`src/rtl/vsync_cfg_seq.sv`:
```
// vsync_cfg_seq: APB-master sequencer that disables, programs and re-arms the VSYNC generator ctrl words 0..5
// Ports: i_clk/i_rst (sync, active-high) clock and reset
//        i_start/i_abort host request and abort; i_mode/i_dly/i_start_val/i_exp_time/i_gpio_mux config values
//        i_pps PPS level (i_clk domain)
//        o_apb_* / i_apb_ready / i_apb_serr APB master port toward the generator
//        o_busy/o_done/o_err/o_err_code host status (code 1 slave error, 2 APB timeout, 3 PPS timeout)
module vsync_cfg_seq #(
    parameter logic [31:0] BASE_ADDR   = 32'h0000_0000,
    parameter logic        ARM_ON_PPS  = 1'b1,
    parameter logic [31:0] ARM_DLY_CYC = 32'd50_000_000,
    parameter logic [15:0] APB_TO_CYC  = 16'd1024,
    parameter logic [31:0] PPS_TO_CYC  = 32'd300_000_000
) (
    input  logic        i_clk,
    input  logic        i_rst,
    input  logic        i_start,
    input  logic        i_abort,
    input  logic [3:0]  i_mode,
    input  logic [31:0] i_dly,
    input  logic        i_start_val,
    input  logic [31:0] i_exp_time,
    input  logic [7:0]  i_gpio_mux,
    input  logic        i_pps,
    output logic        o_apb_sel,
    output logic        o_apb_enable,
    output logic        o_apb_write,
    output logic [31:0] o_apb_addr,
    output logic [31:0] o_apb_wdata,
    input  logic        i_apb_ready,
    input  logic        i_apb_serr,
    output logic        o_busy,
    output logic        o_done,
    output logic        o_err,
    output logic [1:0]  o_err_code
);
    typedef enum logic [2:0] {IDLE, SETUP, ACCESS, NEXT, WAIT_PPS, ARM_DLY, DONE, ERR} state_t;
    state_t      r_state, w_state_nx;
    logic [2:0]  r_idx;
    logic [3:0]  r_mode;
    logic [31:0] r_dly, r_exp, r_cnt;
    logic        r_sv, r_pps_q, r_abort, r_err;
    logic [7:0]  r_mux;
    logic [15:0] r_to;
    logic [1:0]  r_err_code, w_code;
    logic        w_accept, w_abort, w_edge, w_apb_to, w_pps_to, w_dly_hit, w_sel;
    logic [2:0]  w_word;
    logic [31:0] w_wdata;
    assign w_accept  = (r_state == IDLE) && i_start && !i_abort;
    // an abort seen during a transfer is remembered until the transfer ends
    assign w_abort   = i_abort | r_abort;
    assign w_edge    = i_pps & ~r_pps_q;
    assign w_apb_to  = ({1'b0, r_to} + 17'd1) >= {1'b0, APB_TO_CYC};
    assign w_pps_to  = ({1'b0, r_cnt} + 33'd1) >= {1'b0, PPS_TO_CYC};
    // the edge cycle itself counts as the first delay cycle, so SETUP lands ARM_DLY_CYC cycles after the edge
    assign w_dly_hit = ({1'b0, r_cnt} + 33'd1) >= {1'b0, ARM_DLY_CYC};
    // index 6 is the final arm write, which targets ctrl word 0 again
    assign w_word    = (r_idx == 3'd6) ? 3'd0 : r_idx;
    assign w_wdata   = (r_idx == 3'd1) ? {28'd0, r_mode} :
                       (r_idx == 3'd2) ? r_dly :
                       (r_idx == 3'd3) ? {31'd0, r_sv} :
                       (r_idx == 3'd4) ? r_exp :
                       (r_idx == 3'd5) ? {24'd0, r_mux} :
                       (r_idx == 3'd6) ? 32'd1 : 32'd0;
    assign w_sel        = (r_state == SETUP) || (r_state == ACCESS);
    assign o_apb_sel    = w_sel;
    assign o_apb_enable = (r_state == ACCESS);
    assign o_apb_write  = w_sel;
    assign o_apb_addr   = w_sel ? BASE_ADDR + {27'd0, w_word, 2'b00} : 32'd0;
    assign o_apb_wdata  = w_sel ? w_wdata : 32'd0;
    assign o_busy       = !(r_state == IDLE || r_state == DONE || r_state == ERR);
    assign o_done       = (r_state == DONE);
    assign o_err        = r_err;
    assign o_err_code   = r_err_code;
    always_ff @(posedge i_clk) begin
        if (i_rst) r_state <= IDLE;
        else r_state <= w_state_nx;
    end
    always_comb begin
        w_state_nx = r_state;
        w_code     = 2'd0;
        case (r_state)
            IDLE:     w_state_nx = w_accept ? SETUP : IDLE;
            SETUP:    w_state_nx = ACCESS;
            ACCESS: begin
                if (i_apb_ready) begin
                    if (i_apb_serr) begin
                        w_state_nx = ERR;
                        w_code     = 2'd1;
                    end else if (w_abort) w_state_nx = IDLE;
                    else if (r_idx == 3'd6) w_state_nx = DONE;
                    else if (r_idx == 3'd5 && ARM_ON_PPS) w_state_nx = WAIT_PPS;
                    else w_state_nx = NEXT;
                end else if (w_apb_to) begin
                    w_state_nx = ERR;
                    w_code     = 2'd2;
                end
            end
            NEXT:     w_state_nx = w_abort ? IDLE : SETUP;
            WAIT_PPS: begin
                if (w_abort) w_state_nx = IDLE;
                else if (w_edge) w_state_nx = ARM_DLY;
                else if (w_pps_to) begin
                    w_state_nx = ERR;
                    w_code     = 2'd3;
                end
            end
            ARM_DLY:  w_state_nx = w_abort ? IDLE : w_dly_hit ? SETUP : ARM_DLY;
            default:  w_state_nx = IDLE;
        endcase
    end
    always_ff @(posedge i_clk) begin
        if (i_rst) begin
            r_idx      <= 3'd0;
            r_mode     <= 4'd0;
            r_dly      <= 32'd0;
            r_exp      <= 32'd0;
            r_sv       <= 1'b0;
            r_mux      <= 8'd0;
            r_pps_q    <= 1'b0;
            r_abort    <= 1'b0;
            r_to       <= 16'd0;
            r_cnt      <= 32'd0;
            r_err      <= 1'b0;
            r_err_code <= 2'd0;
        end else begin
            r_pps_q <= i_pps;
            r_abort <= (r_state == IDLE) ? 1'b0 : (r_abort | i_abort);
            r_to    <= (r_state == ACCESS && !i_apb_ready) ? r_to + 16'd1 : 16'd0;
            r_cnt   <= (r_state == WAIT_PPS) ? (w_edge ? 32'd1 : r_cnt + 32'd1) :
                       (r_state == ARM_DLY) ? r_cnt + 32'd1 : 32'd0;
            if (r_state == ACCESS && i_apb_ready && !i_apb_serr) r_idx <= r_idx + 3'd1;
            if (w_accept) begin
                r_mode     <= i_mode;
                r_dly      <= i_dly;
                r_sv       <= i_start_val;
                r_exp      <= i_exp_time;
                r_mux      <= i_gpio_mux;
                r_idx      <= 3'd0;
                r_err      <= 1'b0;
                r_err_code <= 2'd0;
            end
            if (w_state_nx == ERR) begin
                r_err      <= 1'b1;
                r_err_code <= w_code;
            end
        end
    end
endmodule

```
`config.mk`:
```
export PLATFORM = sky130hd
export DESIGN_NAME = vsync_cfg_seq
export DESIGN_NICKNAME = d
export VERILOG_FILES = /design/src/rtl/vsync_cfg_seq.sv
export SDC_FILE = /design/constraint.sdc
export NUM_CORES = 1
export LEC_CHECK = 0
export BUFFER_PORTS_ARGS = -buffer_cell sky130_fd_sc_hd__clkbuf_2
export CAP_MARGIN = 25
export CORE_AREA = 2 2 145 147
export DETAILED_ROUTE_END_ITERATION = 16
export DIE_AREA = 0 0 147 149
export HOLD_SLACK_MARGIN = 0.06
export PLACE_DENSITY = 0.58
export SYNTH_ARGS = -nofsm -noshare
export SYNTH_HDL_FRONTEND = slang
export SYNTH_SLANG_ARGS = --single-unit
```
`constraint.sdc`:
```
create_clock -name i_clk -period 2.6 [get_ports i_clk]
set_input_delay 0.39 -clock i_clk [delete_from_list [all_inputs] [get_ports i_clk]]
set_output_delay 0.39 -clock i_clk [all_outputs]
set_load 0.01 [all_outputs]
```
=== After elaboration in Yosys (flattened, before gate mapping) ===
Index checks and enable logic that the tools add are counted.

* $add $sub $neg: 5
* $lt $le $gt $ge: 3
* Equality and inequality tests: 14
* Muxes and demuxes: 37
* Bitwise operators: 4
* Reductions and logical operators: 17

{| class="wikitable"
|+ Operators by type and width
! cell !! number
|-
| $mux 32 || 8
|-
| $mux 3 || 12
|-
| $add 32x1->33 const B || 1
|-
| $ge 33x26->1 const B || 1
|-
| $ge 33x29->1 const B || 1
|-
| $add 32x1->32 const B || 1
|-
| $eq 3x3->1 const B || 8
|-
| $pmux 3 s6 || 1
|-
| $add 16x1->17 const B || 1
|-
| $ge 17x11->1 const B || 1
|-
| $add 16x1->16 const B || 1
|-
| $mux 2 || 7
|-
| $eq 3x2->1 const B || 4
|-
| $mux 8 || 1
|-
| $eq 3x1->1 const B || 2
|-
| $mux 1 || 6
|-
| $reduce_or 2->1 || 3
|-
| $logic_and 1x1->1 || 5
|-
| $mux 5 || 1
|-
| $logic_not 1->1 || 4
|-
| $pmux 2 s2 || 1
|-
| $add 3x1->3 const B || 1
|-
| $logic_not 3->1 || 1
|-
| $logic_or 1x1->1 || 3
|-
| other kinds (4) || 5
|}

* Register bits: 136
* Input bits: 84
* Output and inout bits: 72
* Word-level logic and storage cells: 93

=== Longest topological paths before layout ===
* Word-level depth: 9
* Depth in mapped cells: 11
* Depth with buffers taken out: 10

=== Least setup slack after synthesis ===
No wires, ideal clock.

* Kind: register to register
* Start point: reg r_cnt[0]
* End point: reg r_err (netlist: o_err)
* Library setup time: 0.086 ns
* Arrival: 2.671 ns
* Data required time: 2.514 ns
* Setup slack: -0.157 ns
* Stages on the path, launching flop included: 10
* Buffers on the path: 0
* Clock period less this slack: 2.757 ns
* Cells stage by stage: dfxtp_1 -> ha_1 -> and4_1 -> nand2_1 -> or3_4 -> xor2_1 -> or4b_1 -> o221a_1 -> nand2b_4 -> a221oi_2

* Word-level cells in the longest chain between the ends: 8
* Elaborated cells between the ends (all ways): 12
* Classes of those cells: add/sub (1); order compare (2); eq/ne (1); mux (7); reduce/logical (1)

{| class="wikitable"
|+ Ends and longest elaborated chain
! item !! line !! text
|-
| start: declaration || 40 || <nowiki>logic [31:0] r_dly, r_exp, r_cnt;</nowiki>
|-
| start signal: assignment || 129 || <nowiki>r_cnt <= (r_state == WAIT_PPS) ? (w_edge ? 32'd1 : r_cnt + 32'd1) :</nowiki>
|-
| $add 32x1->33 (*) || 53, 55 ||
|-
| $ge 33x29->1 || 53 || <nowiki>assign w_pps_to = ({1'b0, r_cnt} + 33'd1) >= {1'b0, PPS_TO_CYC};</nowiki>
|-
| $mux 3 || 102 || <nowiki>else if (w_pps_to) begin</nowiki>
|-
| $mux 3 || 101 || <nowiki>else if (w_edge) w_state_nx = ARM_DLY;</nowiki>
|-
| $mux 3 || 100 || <nowiki>if (w_abort) w_state_nx = IDLE;</nowiki>
|-
| $pmux 3 s6 (*) || 81 || <nowiki>case (r_state)</nowiki>
|-
| $eq 3x3->1 (*) || 142 || <nowiki>if (w_state_nx == ERR) begin</nowiki>
|-
| $mux 1 or $reduce_bool 2->1 (tied branches) || - ||
|-
| end signal: assignment || 123 || <nowiki>r_err <= 1'b0;</nowiki>
|-
| end signal: assignment || 139 || <nowiki>r_err <= 1'b0;</nowiki>
|-
| end signal: assignment || 143 || <nowiki>r_err <= 1'b1;</nowiki>
|-
| end: declaration || 41 || <nowiki>logic r_sv, r_pps_q, r_abort, r_err;</nowiki>
|}

Mark *: on every way between the ends. The rest lies on a longest branch, timed or not.
A chain may end at the register's enable or synchronous reset.

=== Final worst setup path ===
* Start point: reg r_cnt[1]
* End point: reg r_err (netlist: o_err)

The elaborated chain is that of the path after synthesis.

==> results.tsv <==
stage	metric	value	unit
logic_synthesis	yosysSeqAreaShare	38.9	%
logic_synthesis	yosys_warnings	0	
logic_synthesis	synth_edf_count	0	
clocking	cts_tree	yes	
placed_design	dpl-instance-area	0.00805	sq mm
clocking	clockBufferDepth	2	
clocking	cts_root_buffer	clkbuf_16	
sta	finalMaxSlewViolations	0	
sta	whs	176	ps
sta	rsz0062_at_grt	yes	
global_routing	grt_pass1_wl	29.9	mm
cells_and_area	finalInstanceArea	0.00880	sq mm
logic_synthesis	ys_types	71	
die	coreArea	0.0206	sq mm
global_routing	first_global_vias	5972	
sta	period_share	98.1	%
sta	post-route-min-period	2550	ps
worst_hold_path	hp-class	in2reg	
global_routing	grtUsageTotal	16.8	%
die	rows	53	
cells_and_area	seq_area	0.00274	sq mm
cells_and_area	antenna_cells	0	
logic_synthesis	yosysTopAreaCellShare	38.9	%
route	vias_per_cell	4.92	
setup_path	cp-end-kind	flip-flop	
route	ant_nets	0	
outcome	status	complete, no violations	
die	die_y	149	microns
clocking	clkLatencyLatePin	430	ps
pwr	power_frac_comb	7.2	%
pwr	p_sw_share	26.0	%
die	die_w	147	microns
placed_design	hpwl	12.9	mm
logic_synthesis	synthArstFlopShare	0	%
global_routing	grt-ovfl-total	0	
logic_synthesis	synthCells	888	
sta	setup_viol	0	
logic_synthesis	avgSynthCellArea	7.88	sq um
pwr	power_density	544	mW/mm^2
route	first_pass_iters	5	
setup_path	worstPathRequired	2930	ps
cells_and_area	drive_gt1_share	26.6	%
setup_path	crit_path_max_fanout	4	
clocking	clk_pin_slew	60	ps
pwr	power_switching	0.00124	W
clocking	htree_num_levels	4	
clocking	cts_buffers	17	
logic_synthesis	yosysTopAreaCell	dfxtp_1	
logic_synthesis	synth-seq-cells	136	
die	dieArea	0.0219	sq mm
setup_path	critPathKind	reg2reg	
cells_and_area	fin_nets	1132	
cells_and_area	areaGrowthSynthToFinish	25.8	%
route	wl_per_cell	14.3	microns
pwr	finalPower	0.00479	W
pwr	peakVddDrop	410	uV
global_routing	grt_max_degree	82	
pwr	seqPwrFrac	45.8	%
pwr	clkPwrFrac	47.0	%
cells_and_area	multiInputGateArea	0.00387	sq mm
placed_design	gp_congestion	0.834	
route	drtIter0Drc	522	
logic_synthesis	ys.flop_type	dfxtp_1	
sta	clock-skew-final	11.7	ps
setup_path	crit_arrival	2890	ps
route	vias	6530	
pwr	leakagePower	3.35	nW
cells_and_area	fillers	2156	
sta	fmax	392	MHz
sta	worst_pin_slew	866	ps
sta	slew_headroom	42.3	%
pwr	p_int	0.00354	W
sta	hold_violations	0	
placed_design	numPortBuffers	126	
logic_synthesis	synth_area	0.00700	sq mm
clocking	cts_sinks	136	
run	timing.max_cap.violations	0	
die	io_pins	156	
route	drc_errors	0	
die	start_util	34.0	%
logic_synthesis	synth_area_leaders	dfxtp_1 (39%), nand2_1 (10%), a21oi_1 (6.5%)	
route	wirelength	19.0	mm
global_routing	antenna_found_initial	0	
setup_path	cp-start-kind	flip-flop	
[sequential cells by signal (all words and copies together), names as in the netlist]
signal      flops
r_abort         1
r_pps_q         1
r_mux           8
r_dly          32
o_err           1
o_err_code      2
r_to           16
r_exp          32
r_cnt          32
r_state         3
r_idx           3
r_mode          4
r_sv            1
[cells in the final DEF (no fill, tap or decap), types with 5 or more instances in the layout]
| cell type | n |
|---|---|
| nor2_1 | 93 |
| and3_1 | 6 |
| nand2_1 | 186 |
| inv_6 | 6 |
| clkbuf_16 | 18 |
| nand3_1 | 19 |
| buf_4 | 62 |
| clkbuf_2 | 124 |
| nor4_1 | 7 |
| o21ai_0 | 11 |
| and2_1 | 6 |
| a31oi_1 | 9 |
| dfxtp_1 | 122 |
| inv_1 | 16 |
| nand4_1 | 17 |
| ha_1 | 6 |
| nand2b_1 | 5 |
| nor2b_1 | 6 |
| nor3_1 | 15 |
| xnor2_1 | 27 |
| xor2_1 | 17 |
| a22oi_1 | 28 |
| dfxtp_2 | 13 |
| conb_1 | 29 |
| a21oi_1 | 91 |
[kinds of logic (layout without fill, tap and decap cells)]
kind of cell	count (synthesis)	in the layout	synth area share, %
compound gates	175	175	15.8
fa+ha+maj	9	9	1.61
xor+xnor	46	46	5.76
mux	4	4	0.572
simple gates	409	409	28.1
other cells	1	29	0.0536
flops	136	136	38.9
buf+inv	108	244	9.17
[critical path, cell delays in order (launching register included)]
cell and delay [ps]:
dfxtp_4 370, ha_4 130, and4_4 220, nand2_2 60, or3_4 350, xor2_2 170
or4b_1 470, o221a_1 310, nand2b_4 180, a221oi_2 200
[per-stage QoR]
| stage | std cells | setup TNS, ps | utilization (%) | worst slack (ps) |
|---|---|---|---|---|
| final | 1327 | 0 | 42.8 | 48.1 |
| after global routing | 1327 | -167 | 42.8 | -53.2 |
| after CTS | 1320 | -0.931 | 41.9 | -0.931 |
| after detailed placement | 1288 | -164 | 39.2 | -65.3 |
| after global placement | 1288 | -24.3 | 39.2 | -19.0 |
| after floorplan | 916 | 0 | - | 0.776 |
[repair_timing]
item	4_1_cts	5_1_grt
endpoints found under the setup margin	10	20
gates cloned	0	1
pin swaps	2	2
resized for setup	10	25
buffers inserted	0	6
endpoints found under the hold margin	0	0
hold buffers	0	0
[per-layer routing]
| layer | wire length, microns | up-vias | GRT usage (%) | part of all wire (%) |
|---|---|---|---|---|
| li1 | - | 3286 | - | - |
| met1 | 8960 | 3033 | 22.5 | 47 |
| met2 | 8850 | 183 | 26.8 | 47 |
| met3 | 781 | 28 | 3.79 | 4.1 |
| met4 | 364 | 0 | 5.91 | 1.9 |
| met5 | 0 | - | 0 | 0 |
[synthesized netlist by cell type, drive strengths merged (2+ instances only)]
cell and instances:
a2111o 2, a21oi 91, a222oi 4, a22oi 29, a311oi 3, a31oi 9
a32oi 2, a41oi 2, and2 6, and2b 2, and3 9, and4 6
buf 38, bufbuf 2, clkbuf 51, dfxtp 136, ha 9, inv 17
mux2i 4, nand2 189, nand2b 6, nand3 19, nand3b 3, nand4 20
nand4b 3, nor2 93, nor2b 7, nor3 16, nor3b 5, nor4 11
nor4b 3, o21ai 12, o31a 2, o31ai 3, o41ai 2, or2 2
or3 6, or4b 2, xnor2 28, xor2 18
[power by group through the flow]
stage / registers (W) / logic (W) / clock network (W)
finish: 0.00219 / 0.000345 / 0.00225
detailed placement: 0.00224 / 0.000345 / 0
global placement: 0.00224 / 0.000344 / 0
global route: 0.00220 / 0.000388 / 0.00239
floorplan: 0.00222 / 0.000253 / 0
CTS: 0.00219 / 0.000346 / 0.00231
[area by class of cell]
cell class | count | area share [%]
repair buffers | 195 | 13.9
multi-input cells | 672 | 44.0
flip-flops and latches | 136 | 31.2
inverters | 17 | 0.768
clock buffers | 19 | 5.03
clock inverters | 13 | 1.21
well taps | 275 | 3.91
[path summary, 6_finish.rpt]
path,from,end,slack [ps],depth (start not counted)
max,r_cnt[1],o_err,50,9
min,i_exp_time[10],r_exp[10],180,3
max reg2reg,r_cnt[1],o_err,50,9
min reg2reg,r_exp[27],r_exp[27],450,2
(Power assumes the default switching activity.)
